### config.mk
export PLATFORM = sky130hd
export DESIGN_NAME = mem_access_stage
export DESIGN_NICKNAME = d
export VERILOG_FILES = /design/src/rtl/mem_access_stage.sv
export SDC_FILE = /design/constraint.sdc
export NUM_CORES = 1
export LEC_CHECK = 0
export ABC_AREA = 1
export BUFFER_PORTS_ARGS = -buffer_cell sky130_fd_sc_hd__buf_2
export CORE_AREA = 2 2 175 177
export DETAILED_ROUTE_END_ITERATION = 7
export DIE_AREA = 0 0 177 179
export HOLD_SLACK_MARGIN = 0.1
export SLEW_MARGIN = 30
export SYNTH_ARGS = -nofsm -noshare
export SYNTH_HDL_FRONTEND = slang
export SYNTH_SLANG_ARGS = --single-unit
### constraint.sdc
create_clock -name clk -period 2.1 [get_ports clk]
set_input_delay 0.315 -clock clk [delete_from_list [all_inputs] [get_ports clk]]
set_output_delay 0.315 -clock clk [all_outputs]
set_load 0.05 [all_outputs]
### src/rtl/mem_access_stage.sv
// MEM pipeline stage: drives a req/ack data-memory bus, resolves branch/jump
// redirects and holds the MEM/WB pipeline register. All state moves on the falling edge.
module mem_access_stage #(
    parameter int TIMEOUT = 16
) (
    input  logic        clk,
    input  logic        rst,
    input  logic        RegWrite_in,
    input  logic [1:0]  MemtoReg_in,
    input  logic        Branch_in,
    input  logic        MemRead_in,
    input  logic        MemWrite_in,
    input  logic        Jump_in,
    input  logic [31:0] jump_addr_in,
    input  logic [31:0] branch_addr_in,
    input  logic [31:0] PC_plus_4_in,
    input  logic        ALU_zero_in,
    input  logic [31:0] ALU_result_in,
    input  logic [31:0] reg_read_data_2_in,
    input  logic [4:0]  EX_MEM_RegisterRd_in,
    output logic        mem_req,
    output logic        mem_we,
    output logic [31:0] mem_addr,
    output logic [31:0] mem_wdata,
    input  logic        mem_ack,
    input  logic [31:0] mem_rdata,
    output logic        mem_stall,
    output logic [1:0]  pc_src,
    output logic [31:0] pc_target,
    output logic        flush_out,
    output logic        mem_error,
    output logic        RegWrite_wb,
    output logic [1:0]  MemtoReg_wb,
    output logic [31:0] ALU_result_wb,
    output logic [31:0] mem_data_wb,
    output logic [31:0] PC_plus_4_wb,
    output logic [4:0]  MEM_WB_RegisterRd_out,
    output logic [31:0] wb_write_data
);

    typedef enum logic [1:0] {IDLE, BUSY, DONE} state_t;

    localparam logic [7:0] LAST_WAIT = 8'(TIMEOUT - 1);

    state_t      state_reg;
    logic [7:0]  wait_cnt_reg;
    logic [31:0] rdata_buf_reg;
    logic        acc_err_reg;   // timeout happened on the access currently retiring
    logic        acc;

    assign acc       = MemRead_in | MemWrite_in;
    assign mem_stall = ((state_reg == IDLE) && acc) || (state_reg == BUSY);

    always_ff @(negedge clk) begin
        if (rst) begin
            state_reg     <= IDLE;
            wait_cnt_reg  <= '0;
            rdata_buf_reg <= '0;
            acc_err_reg   <= 1'b0;
            mem_error     <= 1'b0;
            mem_req       <= 1'b0;
            mem_we        <= 1'b0;
            mem_addr      <= '0;
            mem_wdata     <= '0;
        end else begin
            case (state_reg)
                IDLE: begin
                    if (acc) begin
                        mem_req      <= 1'b1;
                        mem_we       <= MemWrite_in;
                        mem_addr     <= ALU_result_in;
                        mem_wdata    <= reg_read_data_2_in;
                        wait_cnt_reg <= '0;
                        acc_err_reg  <= 1'b0;
                        state_reg    <= BUSY;
                    end
                end
                BUSY: begin
                    if (mem_ack) begin
                        mem_req       <= 1'b0;
                        // Writes (including read+write) return no data
                        rdata_buf_reg <= mem_we ? 32'h0 : mem_rdata;
                        state_reg     <= DONE;
                    end else if (wait_cnt_reg == LAST_WAIT) begin
                        mem_req       <= 1'b0;
                        mem_error     <= 1'b1;
                        acc_err_reg   <= 1'b1;
                        rdata_buf_reg <= '0;
                        state_reg     <= DONE;
                    end else begin
                        wait_cnt_reg <= wait_cnt_reg + 8'd1;
                    end
                end
                DONE: begin
                    state_reg <= IDLE;
                end
                default: begin
                    state_reg <= IDLE;
                end
            endcase
        end
    end

    // MEM/WB register: bubble while stalled, otherwise retire the EX/MEM instruction
    always_ff @(negedge clk) begin
        if (rst) begin
            RegWrite_wb           <= 1'b0;
            MemtoReg_wb           <= 2'b00;
            ALU_result_wb         <= '0;
            mem_data_wb           <= '0;
            PC_plus_4_wb          <= '0;
            MEM_WB_RegisterRd_out <= '0;
        end else if (mem_stall) begin
            RegWrite_wb <= 1'b0;
            MemtoReg_wb <= 2'b00;
        end else begin
            RegWrite_wb           <= RegWrite_in & ~((state_reg == DONE) & acc_err_reg);
            MemtoReg_wb           <= MemtoReg_in;
            ALU_result_wb         <= ALU_result_in;
            PC_plus_4_wb          <= PC_plus_4_in;
            MEM_WB_RegisterRd_out <= EX_MEM_RegisterRd_in;
            mem_data_wb           <= (state_reg == DONE) ? rdata_buf_reg : 32'h0;
        end
    end

    always_comb begin
        pc_src    = 2'b00;
        pc_target = 32'h0;
        if (!mem_stall) begin
            if (Jump_in) begin
                pc_src    = 2'b10;
                pc_target = jump_addr_in;
            end else if (Branch_in && ALU_zero_in) begin
                pc_src    = 2'b01;
                pc_target = branch_addr_in;
            end else begin
                pc_src    = 2'b00;
                pc_target = PC_plus_4_in;
            end
        end
    end

    assign flush_out = (pc_src != 2'b00);

    always_comb begin
        wb_write_data = ALU_result_wb;
        case (MemtoReg_wb)
            2'b01:   wb_write_data = mem_data_wb;
            2'b10:   wb_write_data = PC_plus_4_wb;
            default: wb_write_data = ALU_result_wb;
        endcase
    end

endmodule

# Word-level counts from Yosys, hierarchy flattened
# Index checks and enable logic that the tools add are counted.
# W data, S select, Z words.
[totals]
register_bits = 214
output_inout_bits = 239
word_cells = 73
[classes]
add_sub_neg = 1
eq_ne = 10
mux = 27
bitwise_logic = 5
reduce_logical = 15
[ops]
columns = ["op", "n"]
rows = [
  ["$mux W32", 7],
  ["$pmux W32 S2", 1],
  ["$mux W8", 3],
  ["$pmux W8 S2", 1],
  ["$mux W2", 5],
  ["$add A8 B1 Y8 const B", 1],
  ["$eq A8 B4 Y1 const B", 1],
  ["$reduce_and A4 Y1", 2],
  ["$mux W1", 7],
  ["$ne A2 B2 Y1 const B", 3],
  ["$reduce_and A2 Y1", 3],
  ["$reduce_and A3 Y1", 2],
  ["$reduce_bool A2 Y1", 3],
  ["$eq A2 B1 Y1 const B", 2],
  ["$eq A2 B2 Y1 const B", 2],
  ["$pmux W1 S2", 2],
  ["$pmux W2 S2", 1],
  ["$ne A3 B2 Y1 const B", 1],
  ["$and A1 B1 Y1", 2],
  ["$logic_and A1 B1 Y1", 2],
  ["$logic_not A2 Y1", 1],
  ["$ne A2 B1 Y1 const B", 1],
  ["$not A1 Y1", 2],
  ["$reduce_or A2 Y1", 1],
  ["other kinds (2)", 2],
]

# Longest topological paths before layout
[logic_depth]
depth_word = 5
mapped_depth = 7

==> summary.txt <==
Min path
  • Hold crit path type: flop to flop

Drt
  • Vias per cell: 4.83
  • Initial drt markers: 701
  • Vias after detailed routing: 12124
  • DR WL/cell: 19.1 um
  • Drt drc: 0
  • Drt pass-1 iters: 5
  • Routed WL: 47.9 mm
  • Antenna-violating nets left: 0

GRT
  • Gr busiest metal: met2
  • Met3 GRT Util: 9.03%
  • GRT Total Usage: 27.1%
  • Global-route wire length before repair: 65.6 mm
  • Largest net degree at the start of global routing: 67
  • Antenna violations before repair: 7
  • Met2 GRT Util: 45.9%
  • Number of global-route vias before repair: 12130
  • Total gr overflow: 0
  • GR Util met1: 30.0%

Run
  • Max cap viols: 0

Floorplan
  • Die height: 179 um
  • Std cell rows: 64
  • Die width: 177 um
  • Ports: 447
  • Placeable core region: 30000 um^2
  • Initial Utilization: 29.8%
  • Die ar.: 31700 um^2

STA
  • Fin. Hold Viols: 0
  • RSZ-0062 raised after global routing: yes
  • Final Max Slew Viols: 0
  • Slew headroom: 49.7%
  • Worst-margin pin slew: 0.747 ns
  • Clock Skews: 0.0693 ns
  • Setup TNS: -165.57 ns
  • Final setup fails: 359
  • Fin worst setup slack: -1.26 ns

Cells and area
  • Most frequent cells in the layout: 364 x inv_1, 207 x buf_2, 197 x nand2_1
  • Leading cell type in the layout, fill and taps excluded: inv_1
  • Layout fillers: 2260
  • Share of layout cells above drive strength 1: 52.6%
  • Nets: 2297
  • Area Overhead vs Synth: 124%

Logic synthesis
  • Syn nets: 1447
  • Syn_area_per_cell: 7.25 um^2
  • Post-synthesis sequential area ratio: 47.8%
  • Mapped Area: 8960 um^2
  • Synth Instances: 1236
  • Seq cells post-synth: 214
  • Yosys warns: 0
  • Distinct cells, synth: 21

Clock network
  • H-tree levels: 1
  • Clock sink count: 214
  • CTS root buffer: clkbuf_16
  • Clock Tree Buf Depth: 3
  • Clock slew at reported path FFs: 0.03 ns
  • TritonCTS Buffers: 26
  • CTS tree: done
  • Clk Latency, worst-skew pair: 0.65 ns

Worst setup path
  • Worst Path Max Fanout: 6
  • Crit path DAT: 3.05 ns
  • Critical path type: flop to output pin
  • Req. time, crit path: 1.78 ns
  • Worst setup SP type: flop
  • Crit path capture type: output pin

Outcome
  • Failing checks: setup timing
  • Run status: complete, but fails checks

Power and ir drop
  • Peak VDD IR: 589 uV
  • Cell Pwr Density: 913 nW/um^2
  • Lkg Pwr: 9.51 nW
  • Pwr Total: 18.3 mW

Place
  • Hpwl dp: 30.6 mm
  • Worst slack, placed: -0.726 ns
  • GP Congestion: 0.938
  • IO Port Bufs: 446
==> area by class of cell <==
type	count	area, um^2	share of cell area, %
timing repair buffer	704	7720	38.5
multi-input combinational	778	4940	24.6
sequential	214	4550	22.6
clock inverter	235	1110	5.52
clock buffer	27	676	3.36
inverter	148	568	2.83
tap	396	495	2.47
antenna	8	20.0	0.0997
==> logic make-up after synthesis <==
logic type / after synthesis / synth area share, %
DFF: 214 / 47.8
adders and majority gates: 3 / 0.419
AOI/OAI and AO/OA: 474 / 27.4
buffers and inverters: 244 / 10.8
and+or+nand+nor: 301 / 13.5
==> critical path, cell delays in order (launching register included) <==
cell and delay (ns):
dfxtp_4 0.35, inv_4 0.04, ha_4 0.24, buf_8 0.15, buf_8 0.13, buf_12 0.12, a22oi_2 0.19, buf_6 0.19
==> Yosys cell counts <==
library cell  count  share of area [%]
a21oi_1         240                 13
a22oi_1          32                2.7
buf_1             2              0.084
buf_2            40                2.2
buf_4             1              0.084
clkbuf_1         52                2.2
dfxtp_1         214                 48
ha_1              3               0.42
inv_1           148                6.2
inv_2             1              0.042
nand2_1         221                9.3
nand2_2           1              0.070
nand3_1          49                2.7
nand4_1           1              0.070
nor2_1           26                1.1
nor2_2            1              0.070
nor3b_1           1              0.084
nor3b_2           1               0.14
o21ai_0         165                9.2
o21ai_1          35                2.0
o21ai_2           2               0.20
==> final timing paths <==
check / endpoint / slack [ns] / startpoint / cells past startpoint
min: RegWrite_wb$_SDFF_NP0_ / 0.41 / acc_err_reg$_SDFFE_NP0P_ / 1
max reg2reg: mem_data_wb[5]$_SDFFE_NP0N_ / 0.27 / state_reg[0]$_SDFFE_NP0P_ / 11
max: wb_write_data[20] / -1.26 / MemtoReg_wb[0]$_SDFF_NP0_ / 7
min reg2reg: RegWrite_wb$_SDFF_NP0_ / 0.41 / acc_err_reg$_SDFFE_NP0P_ / 1
==> layer usage <==
| layer | vias to the layer above | part of all wire [%] |
|---|---|---|
| li1 | 5801 | - |
| met1 | 5740 | 39 |
| met2 | 495 | 50 |
| met3 | 86 | 7.1 |
| met4 | 2 | 3.5 |
| met5 | - | 0.033 |
==> through the flow <==
step	utilization (%)	hold slack, ns	instances	instance area [um^2]
CTS	63.3	0.417	2448	19000
finish	66.9	0.414	2510	20100
global placement	46.8	0.415	2158	14000
floorplan	-	0.402	1236	10200
detailed placement	46.8	0.420	2158	14000
global route	66.8	0.426	2506	20100
==> power breakdown <==
group | internal [mW] | switching [mW]
Clock | 3.85 | 3.02
Combinational | 2.89 | 3.73
Sequential | 4.50 | 0.336
Total | 11.2 | 7.09
==> what timing repair did <==
item,4_1_cts,5_1_grt
cloned,7,9
buffers inserted,32,77
hold buffers,0,0
pin swaps,12,22
resized for setup,938,145
endpoints found under the setup margin,240,318
(Power assumes the default switching activity.)
